--- config.mk ---
export PLATFORM = sky130hd
export DESIGN_NAME = uart_core_param
export DESIGN_NICKNAME = d
export VERILOG_FILES = /design/src/rtl/uart_core_param.sv
export SDC_FILE = /design/constraint.sdc
export NUM_CORES = 1
export LEC_CHECK = 0
export CAP_MARGIN = 10
export CORE_AREA = 2 2 76 78
export DETAILED_ROUTE_END_ITERATION = 10
export DIE_AREA = 0 0 78 80
export PLACE_DENSITY = 0.87
export RECOVER_POWER = 25
export SLEW_MARGIN = 20
export SYNTH_ARGS = -nofsm -noshare
export SYNTH_HDL_FRONTEND = slang
export SYNTH_SLANG_ARGS = --single-unit
--- constraint.sdc ---
create_clock -name clk -period 5.31 [get_ports clk]
set_input_delay 0.531 -clock clk [delete_from_list [all_inputs] [get_ports clk]]
set_output_delay 0.531 -clock clk [all_outputs]
set_load 0.01 [all_outputs]
--- src/rtl/uart_core_param.sv ---
// Full-duplex UART on the system clock: a TX path with valid/ready intake and
// a 16x-oversampled RX path with start-bit validation, parity and framing flags.
//
// Handshake: a word is taken on any rising clk edge where tx_valid && tx_ready.
// tx_ready is high exactly while the transmitter is idle, and tx_data is only
// sampled on that edge. rx_valid is a one-cycle strobe with no back-pressure.
module uart_core_param #(
  parameter int CLK_DIV   = 27,
  parameter int DATA_BITS = 8,
  parameter int PARITY    = 0,
  parameter int STOP_BITS = 1
) (
  input  logic                 clk,
  input  logic                 reset,
  input  logic                 tx_valid,
  input  logic [DATA_BITS-1:0] tx_data,
  output logic                 tx_ready,
  output logic                 tx_out,
  input  logic                 rx_in,
  output logic [DATA_BITS-1:0] rx_data,
  output logic                 rx_valid,
  output logic                 rx_parity_err,
  output logic                 rx_frame_err,
  output logic [2:0]           tx_state_dbg,
  output logic [2:0]           rx_state_dbg
);
  localparam int BIT_CLKS = 16 * CLK_DIV;
  localparam int CW = $clog2(BIT_CLKS);
  localparam int DW = (CLK_DIV > 1) ? $clog2(CLK_DIV) : 1;
  localparam logic ODD = (PARITY == 2);
  localparam logic [2:0] LAST_DATA = 3'(DATA_BITS - 1);
  localparam logic [2:0] LAST_STOP = 3'(STOP_BITS - 1);

  // ---------------------------------------------------------------- TX path
  typedef enum logic [2:0] {TX_IDLE, TX_START, TX_DATA, TX_PAR, TX_STOP} tx_state_t;
  tx_state_t tx_state, tx_next;

  logic [CW-1:0]        tx_cnt;
  logic [2:0]           tx_idx;
  logic [DATA_BITS-1:0] tx_sh;
  logic                 tx_par;
  logic                 tx_bit_end;

  assign tx_bit_end   = (tx_cnt == CW'(BIT_CLKS - 1));
  assign tx_ready     = (tx_state == TX_IDLE);
  assign tx_state_dbg = tx_state;

  // TX state register
  always_ff @(posedge clk or negedge reset) begin
    if (!reset) tx_state <= TX_IDLE;
    else        tx_state <= tx_next;
  end

  // TX next state: leave a bit state only when its bit time has elapsed
  always_comb begin
    tx_next = tx_state;
    case (tx_state)
      TX_IDLE:  if (tx_valid) tx_next = TX_START;
      TX_START: if (tx_bit_end) tx_next = TX_DATA;
      TX_DATA:  if (tx_bit_end && tx_idx == LAST_DATA)
                  tx_next = (PARITY != 0) ? TX_PAR : TX_STOP;
      TX_PAR:   if (tx_bit_end) tx_next = TX_STOP;
      TX_STOP:  if (tx_bit_end && tx_idx == LAST_STOP) tx_next = TX_IDLE;
      default:  tx_next = TX_IDLE;
    endcase
  end

  // TX datapath: per-bit clock timer, bit index and outgoing shift register
  always_ff @(posedge clk or negedge reset) begin
    if (!reset) begin
      tx_cnt <= '0;
      tx_idx <= '0;
      tx_sh  <= '0;
      tx_par <= 1'b0;
    end else if (tx_state == TX_IDLE) begin
      tx_cnt <= '0;
      tx_idx <= '0;
      if (tx_valid) begin
        tx_sh  <= tx_data;
        tx_par <= (^tx_data) ^ ODD;
      end
    end else if (tx_bit_end) begin
      tx_cnt <= '0;
      if (tx_state == TX_DATA) begin
        tx_sh  <= tx_sh >> 1;
        tx_idx <= (tx_idx == LAST_DATA) ? 3'd0 : tx_idx + 3'd1;
      end else if (tx_state == TX_STOP) begin
        tx_idx <= tx_idx + 3'd1;
      end
    end else begin
      tx_cnt <= tx_cnt + CW'(1);
    end
  end

  // Line level for the bit currently on the wire
  always_comb begin
    tx_out = 1'b1;
    case (tx_state)
      TX_START: tx_out = 1'b0;
      TX_DATA:  tx_out = tx_sh[0];
      TX_PAR:   tx_out = tx_par;
      default:  tx_out = 1'b1;
    endcase
  end

  // ---------------------------------------------------------------- RX path
  typedef enum logic [2:0] {RX_IDLE, RX_START, RX_DATA, RX_PAR, RX_STOP,
                            RX_WAIT_HIGH} rx_state_t;
  rx_state_t rx_state, rx_next;

  logic                 rx_s1, rx_s2, rx_s3;
  logic [DW-1:0]        div_cnt;
  logic                 tick;
  logic [3:0]           rx_tcnt;
  logic [2:0]           rx_idx;
  logic [DATA_BITS-1:0] rx_sh;
  logic                 rx_perr;
  logic                 mid_bit;

  assign tick         = (div_cnt == DW'(CLK_DIV - 1));
  assign mid_bit      = tick && (rx_tcnt == 4'd15);
  assign rx_state_dbg = rx_state;

  // Two-flop synchroniser plus one stage of history for falling-edge detect
  always_ff @(posedge clk or negedge reset) begin
    if (!reset) begin
      rx_s1 <= 1'b1;
      rx_s2 <= 1'b1;
      rx_s3 <= 1'b1;
    end else begin
      rx_s1 <= rx_in;
      rx_s2 <= rx_s1;
      rx_s3 <= rx_s2;
    end
  end

  // Free-running oversample divider, one-cycle tick every CLK_DIV clocks
  always_ff @(posedge clk or negedge reset) begin
    if (!reset) div_cnt <= '0;
    else        div_cnt <= tick ? '0 : div_cnt + DW'(1);
  end

  // RX state register
  always_ff @(posedge clk or negedge reset) begin
    if (!reset) rx_state <= RX_IDLE;
    else        rx_state <= rx_next;
  end

  // RX next state: validate start at mid-start, then sample at every mid-bit
  always_comb begin
    rx_next = rx_state;
    case (rx_state)
      RX_IDLE:      if (rx_s3 && !rx_s2) rx_next = RX_START;
      RX_START:     if (tick) begin
                      if (rx_s2)                 rx_next = RX_IDLE;
                      else if (rx_tcnt == 4'd7)  rx_next = RX_DATA;
                    end
      RX_DATA:      if (mid_bit && rx_idx == LAST_DATA)
                      rx_next = (PARITY != 0) ? RX_PAR : RX_STOP;
      RX_PAR:       if (mid_bit) rx_next = RX_STOP;
      RX_STOP:      if (mid_bit) rx_next = rx_s2 ? RX_IDLE : RX_WAIT_HIGH;
      RX_WAIT_HIGH: if (rx_s2) rx_next = RX_IDLE;
      default:      rx_next = RX_IDLE;
    endcase
  end

  // RX datapath: tick counting, shift-in, parity check and result delivery
  always_ff @(posedge clk or negedge reset) begin
    if (!reset) begin
      rx_tcnt       <= '0;
      rx_idx        <= '0;
      rx_sh         <= '0;
      rx_perr       <= 1'b0;
      rx_data       <= '0;
      rx_valid      <= 1'b0;
      rx_parity_err <= 1'b0;
      rx_frame_err  <= 1'b0;
    end else begin
      rx_valid <= 1'b0;
      case (rx_state)
        RX_IDLE: begin
          rx_tcnt <= '0;
          rx_idx  <= '0;
          rx_perr <= 1'b0;
        end
        RX_START: if (tick) rx_tcnt <= (rx_tcnt == 4'd7) ? 4'd0 : rx_tcnt + 4'd1;
        RX_DATA: if (tick) begin
          rx_tcnt <= rx_tcnt + 4'd1;
          if (mid_bit) begin
            rx_sh  <= {rx_s2, rx_sh[DATA_BITS-1:1]};
            rx_idx <= rx_idx + 3'd1;
          end
        end
        RX_PAR: if (tick) begin
          rx_tcnt <= rx_tcnt + 4'd1;
          if (mid_bit) rx_perr <= rx_s2 ^ (^rx_sh) ^ ODD;
        end
        RX_STOP: if (mid_bit) begin
          // Data is delivered even when a flag is raised
          rx_data       <= rx_sh;
          rx_parity_err <= rx_perr;
          rx_frame_err  <= !rx_s2;
          rx_valid      <= 1'b1;
        end else if (tick) begin
          rx_tcnt <= rx_tcnt + 4'd1;
        end
        default: ;
      endcase
    end
  end
endmodule

==> flow_summary.ini, run 1 <==
[synth]
synth_edf_count = 0
yosys.area.top_type = dfrtp_1
ys_seq_area_frac = 0.488
syn_nets = 307
syn-cell-area_um2 = 3190
netlist_top_cells_area = dfrtp_1 46%, mux2_2 9.2%, xnor2_1 4.4%, mux2_4 3.8%, ha_1 3.5%
netlist_instances = 286
yosysWarningCount = 0
synth_most_common_cell = dfrtp_1
ys_ff_latch = 62
async_flop_share = 1.00
syn_avg_cell_area_um2 = 11.2
synth.top_cells.by_count = 59 x dfrtp_1, 26 x mux2_2, 25 x nor2_1, 18 x nand2_1, 16 x xnor2_1
synth_top_area_frac = 0.463
synth_cell_type_count = 55
synth_ff_type = dfrtp_1

[floorplan]
rows = 27
die_area_um2 = 6240
chipHeight_um = 80
start_util = 0.590
ios = 31
die_x_um = 78
coreArea_um2 = 5410

[grt]
antenna_found_initial = 0
grt_pass1_wl_mm = 10.6
grt_pass1_vias = 2219
grtUsageTotal = 0.223
overflow = 0
grt_max_degree = 63

[outcome]
status = finished with violations
violations = capacitance limit, slew limit

[routing]
wire_per_inst_um = 15.5
vias = 2209
drtIter0Drc = 228
firstDrtPassIters = 5
final_antenna_net_count = 0
vias_per_cell = 5.64
drc = 0
routed_wl_mm = 6.08

[worst_setup_path]
cpLargestDelayFamily = buffers and inverters
reg2reg_from = tx_state_dbg[1]
cp_num_buf_inv = 2
startpoint = reset
worstPathRequired_ps = 5050
crit_path_start_kind = input port
cp.arrival_ps = 2900
r2r_setup_slack_ps = 2930
worst_path_largest_cell_delay_ps = 2260
reg2reg_depth = 4
slowest_stage = clkbuf_1
cp_cell_sequence = buf_2 > clkbuf_1
rr_endpoint = tx_sh[4]
crit_cells = 2
cp_max_fo = 62
cp-end-kind = asynchronous set/reset pin
path_class = in2async

[power]
vdd.ir_drop.worst_uv = 208
p_per_area_nw_per_um2 = 317
power_mw = 1.17
p_leak_nw = 1.63

[timing]
setup_tns_ps = 0
rsz0062_at_grt = false
slew_viol_final = 63
setup_viol = 0
fin_crit_sh = 0.596
relSlewSlack = -1.15
fin_skew_ps = 5.88
hold_violations = 0
fin_ws_ps = 2140
whs_ps = 361
max_slew.worst_pin.slew_ps = 3230
timing.fmax_ghz = 0.316
period_needed_ps = 3170

[clock_network]
clk_pin_slew_ps = 70
cts_resized = 0
cts_tree = done
htreeDepth = 3
clk_root_buffer_cell = clkbuf_8
clockBufferDepth = 2
clkLatencyLatePin_ps = 350
hold_buffers = 0
numCtsBuffers = 9
post_cts_buffers = 0
clkSinkCount = 62

[worst_hold_path]
whs_path_depth = 0
hold_path.startpoint = rx_s1
hp-class = reg2reg
hold_end = rx_s2

[place]
dp_hpwl_mm = 4.11
dp.cells = 376
post-place-ws_ps = 2700
gp_congestion = 0.833
io_buffers = 30

[final_layout]
nNetsFinal = 336
final_cells = 392
fillers = 394
drive_gt1_frac = 0.181
area_delta_synth_final_pct = 15.9
insertedDiodeCount = 0

[job]
max-cap-violations = 1
## per-stage QoR
step / instance area [µm²] / util
floorplan: 3190 / -
global placement: 3520 / 0.651
detailed placement: 3520 / 0.651
CTS: 3700 / 0.684
global route: 3700 / 0.684
finish: 3700 / 0.684
## layout by cell type, fill, tap and decap left out, drive strengths merged, types with 2 or more instances in the layout
cell type      synthesis  routed
dfrtp                 59      59
mux2                  34      34
clkdlybuf4s50          0      28
nor2                  25      25
nand2                 19      19
xnor2                 16      16
o21ai                 16      16
clkbuf                 6      13
nand3                  9       9
ha                     9       9
inv                    8       8
nor2b                  6       6
nand2b                 5       5
xor2                   5       5
a21oi                  5       5
nor3                   5       5
a211oi                 4       4
or2                    4       4
nand4                  3       3
a22oi                  3       3
and3                   3       3
a31oi                  3       3
dfstp                  3       3
nor3b                  2       2
mux2i                  2       2
or3                    2       2
o22ai                  2       2
a32o                   2       2
clkinv                 0       2
and4b                  2       2
## kinds of logic after synthesis
family          Yosys count  synth area share
flops                    62             0.488
mux                      36             0.136
fa+ha+maj                 9            0.0353
buf+inv                  21            0.0298
simple gates             92             0.153
compound gates           44            0.0938
xor+xnor                 22            0.0647
## report_power, final
group          leakage (nW)  internal [mW]  total (mW)  switching (mW)
sequential            0.810          0.530       0.578          0.0478
combinational         0.734          0.109       0.195          0.0868
clock                0.0904          0.216       0.399           0.184
total                  1.63          0.854        1.17           0.318
## how the worst max path moves through the flow
stage,slack [ps],to
3_3_place_gp,2760,tx_ready
2_1_floorplan,3460,rx_sh[0]
6_report,2140,rx_data[0]
3_5_place_dp,2700,tx_ready
5_1_grt,1330,tx_sh[7]
4_1_cts,2330,tx_ready
## flip-flops by register name, summed over array words and instances, names as in the netlist
name / cells
tx_par: 1
rx_tcnt: 4
div_cnt: 5
rx_state_dbg: 3
rx_sh: 8
rx_frame_err: 1
rx_s3: 1
rx_s1: 1
tx_idx: 3
rx_data: 8
rx_perr: 1
tx_sh: 8
rx_s2: 1
rx_idx: 3
tx_state_dbg: 3
tx_cnt: 9
rx_valid: 1
rx_parity_err: 1
## metal layers
layer  vias to the layer above  global-route usage  wire (µm)
met5                         -                   0          0
li1                       1067                   -          -
met2                        57               0.363       2980
met4                         0               0.137        250
met1                      1062               0.272       2650
met3                        23              0.0486        207
## cell type report
| class | count | area (µm²) | share of cell area |
|---|---|---|---|
| clock buffers | 12 | 135 | 0.0366 |
| clock inverters | 4 | 47.5 | 0.0129 |
| inverters | 8 | 30.0 | 0.00812 |
| multi-input cells | 203 | 1540 | 0.416 |
| flip-flops and latches | 62 | 1560 | 0.421 |
| well taps | 72 | 90.1 | 0.0244 |
| repair buffers | 31 | 299 | 0.0809 |
No activity file was read; power rests on OpenSTA's default activity.
==> inputs of run 2 (changes only) <==
--- a/config.mk
+++ b/config.mk
@@ -6,10 +6,10 @@
 export NUM_CORES = 1
 export LEC_CHECK = 0
 export CAP_MARGIN = 10
-export CORE_AREA = 2 2 76 78
+export CORE_AREA = 2 2 78 80
 export DETAILED_ROUTE_END_ITERATION = 10
-export DIE_AREA = 0 0 78 80
-export PLACE_DENSITY = 0.87
+export DIE_AREA = 0 0 80 82
+export PLACE_DENSITY = 0.83
 export RECOVER_POWER = 25
 export SLEW_MARGIN = 20
 export SYNTH_ARGS = -nofsm -noshare
==> constraint.sdc (replaced) <==
create_clock -name clk -period 3 [get_ports clk]
set_input_delay 0.3 -clock clk [delete_from_list [all_inputs] [get_ports clk]]
set_output_delay 0.3 -clock clk [all_outputs]
set_load 0.01 [all_outputs]
==> run 2 against run 1 <==
  * The flow still finishes with violations (capacitance limit, slew limit)
  * Combinational power up 75%
  * Flip-flop and latch count unchanged
  * Power increased by 79%
  * Critical path depth up 4
  * Clock skew up 4.1 ps
  * Sequential share of layout area down 0.34 points
  * Non-clock buffer count grew 1
  * Critical path type is now reg2reg
==> flow_summary.ini, run 2 (synthesis results as in run 1) <==
[outcome]
status = finished with violations
violations = capacitance limit, slew limit

[clock_network]
clk_root_buffer_cell = clkbuf_8
htreeDepth = 3
cts_tree = done
clkSinkCount = 62
clk_pin_slew_ps = 60
hold_buffers = 0
clkLatencyLatePin_ps = 340
post_cts_buffers = 0
numCtsBuffers = 9
clockBufferDepth = 2
cts_resized = 0

[worst_setup_path]
worst_path_largest_cell_delay_ps = 590
cp.arrival_ps = 2460
path_class = reg2reg
cp_cell_sequence = inv_1 > ha_1 > and4b_2 > nand2_4 > or3_1 > mux2_4
slowest_stage = or3_1
cpLargestDelayFamily = simple AND/OR/NAND/NOR gates
cp_num_buf_inv = 1
rr_endpoint = rx_sh[5]
reg2reg_from = div_cnt[0]
reg2reg_depth = 6
worstPathRequired_ps = 3220
crit_path_start_kind = register
cp-end-kind = register
cp_max_fo = 13
r2r_setup_slack_ps = 760

[place]
dp_hpwl_mm = 3.93
io_buffers = 30
gp_congestion = 0.825

[power]
power_mw = 2.10
vdd.ir_drop.worst_uv = 500
p_per_area_nw_per_um2 = 563
p_leak_nw = 1.65

[floorplan]
die_x_um = 80
ios = 31
coreArea_um2 = 5750
rows = 28
die_area_um2 = 6560
chipHeight_um = 82
start_util = 0.555

[timing]
setup_tns_ps = 0
max_slew.worst_pin.slew_ps = 1660
fin_crit_sh = 0.747
rsz0062_at_grt = false
setup_viol = 0
slew_viol_final = 33
period_needed_ps = 2240
fin_skew_ps = 9.95
whs_ps = 361
relSlewSlack = -0.110
hold_violations = 0
timing.fmax_ghz = 0.446

[worst_hold_path]
hold_path.startpoint = rx_s1
whs_path_depth = 0
hp-class = reg2reg
hold_end = rx_s2

[routing]
vias = 2175
routed_wl_mm = 5.63
wire_per_inst_um = 14.2
drc = 0
vias_per_cell = 5.49
firstDrtPassIters = 4
final_antenna_net_count = 0
drtIter0Drc = 89

[final_layout]
regMostFlops = tx_cnt
largest_reg_flops = 9
drive_gt1_frac = 0.187
final_common_cell = dfrtp_1
mostFrequentLayoutCells = 59 x dfrtp_1, 28 x clkdlybuf4s50_1, 26 x mux2_2
nNetsFinal = 337
area_delta_synth_final_pct = 16.8
insertedDiodeCount = 0

[grt]
grt_pass1_wl_mm = 9.31
antenna_found_initial = 0
grt_pass1_vias = 2052
overflow = 0
grtUsageTotal = 0.188
grt_max_degree = 33

[job]
max-cap-violations = 1
[run 2: layout make-up]
type / count / area [µm²]
clock buffer: 13 / 159
clock inverter: 3 / 42.5
fill: 465 / 2020
inverter: 8 / 30.0
multi-input combinational: 203 / 1540
sequential: 62 / 1560
tap: 75 / 93.8
timing repair buffer: 32 / 307
[run 2: worst max path at each step]
stage	start	endpoint	slack [ps]	depth (start not counted)
floorplan	div_cnt[0]	rx_sh[0]	1150	7
global placement	div_cnt[0]	rx_sh[5]	850	6
detailed placement	div_cnt[0]	rx_sh[3]	760	6
CTS	div_cnt[0]	rx_sh[5]	750	6
global route	reset	tx_cnt[7]	630	2
finish	div_cnt[0]	rx_sh[5]	760	6
[run 2: stage by stage]
| stage | setup WS (ps) | cells | util | area [µm²] |
|---|---|---|---|---|
| 2_1_floorplan | 1150 | 286 | - | 3190 |
| 3_3_place_gp | 852 | 380 | 0.614 | 3530 |
| 3_5_place_dp | 763 | 380 | 0.614 | 3530 |
| 4_1_cts | 747 | 396 | 0.649 | 3730 |
| 5_1_grt | 627 | 396 | 0.649 | 3730 |
| 6_report | 758 | 396 | 0.649 | 3730 |
[run 2: power by group]
part | switching (mW) | internal (mW) | leakage [nW]
Sequential | 0.0789 | 0.938 | 0.810
Combinational | 0.148 | 0.194 | 0.740
Clock | 0.312 | 0.428 | 0.0996
Total | 0.539 | 1.56 | 1.65
[run 2: routing by layer]
layer / wire (µm) / global-route usage
met4: 116 / 0.0932
met5: 0 / 0
met2: 2690 / 0.304
met1: 2570 / 0.242
met3: 247 / 0.0385
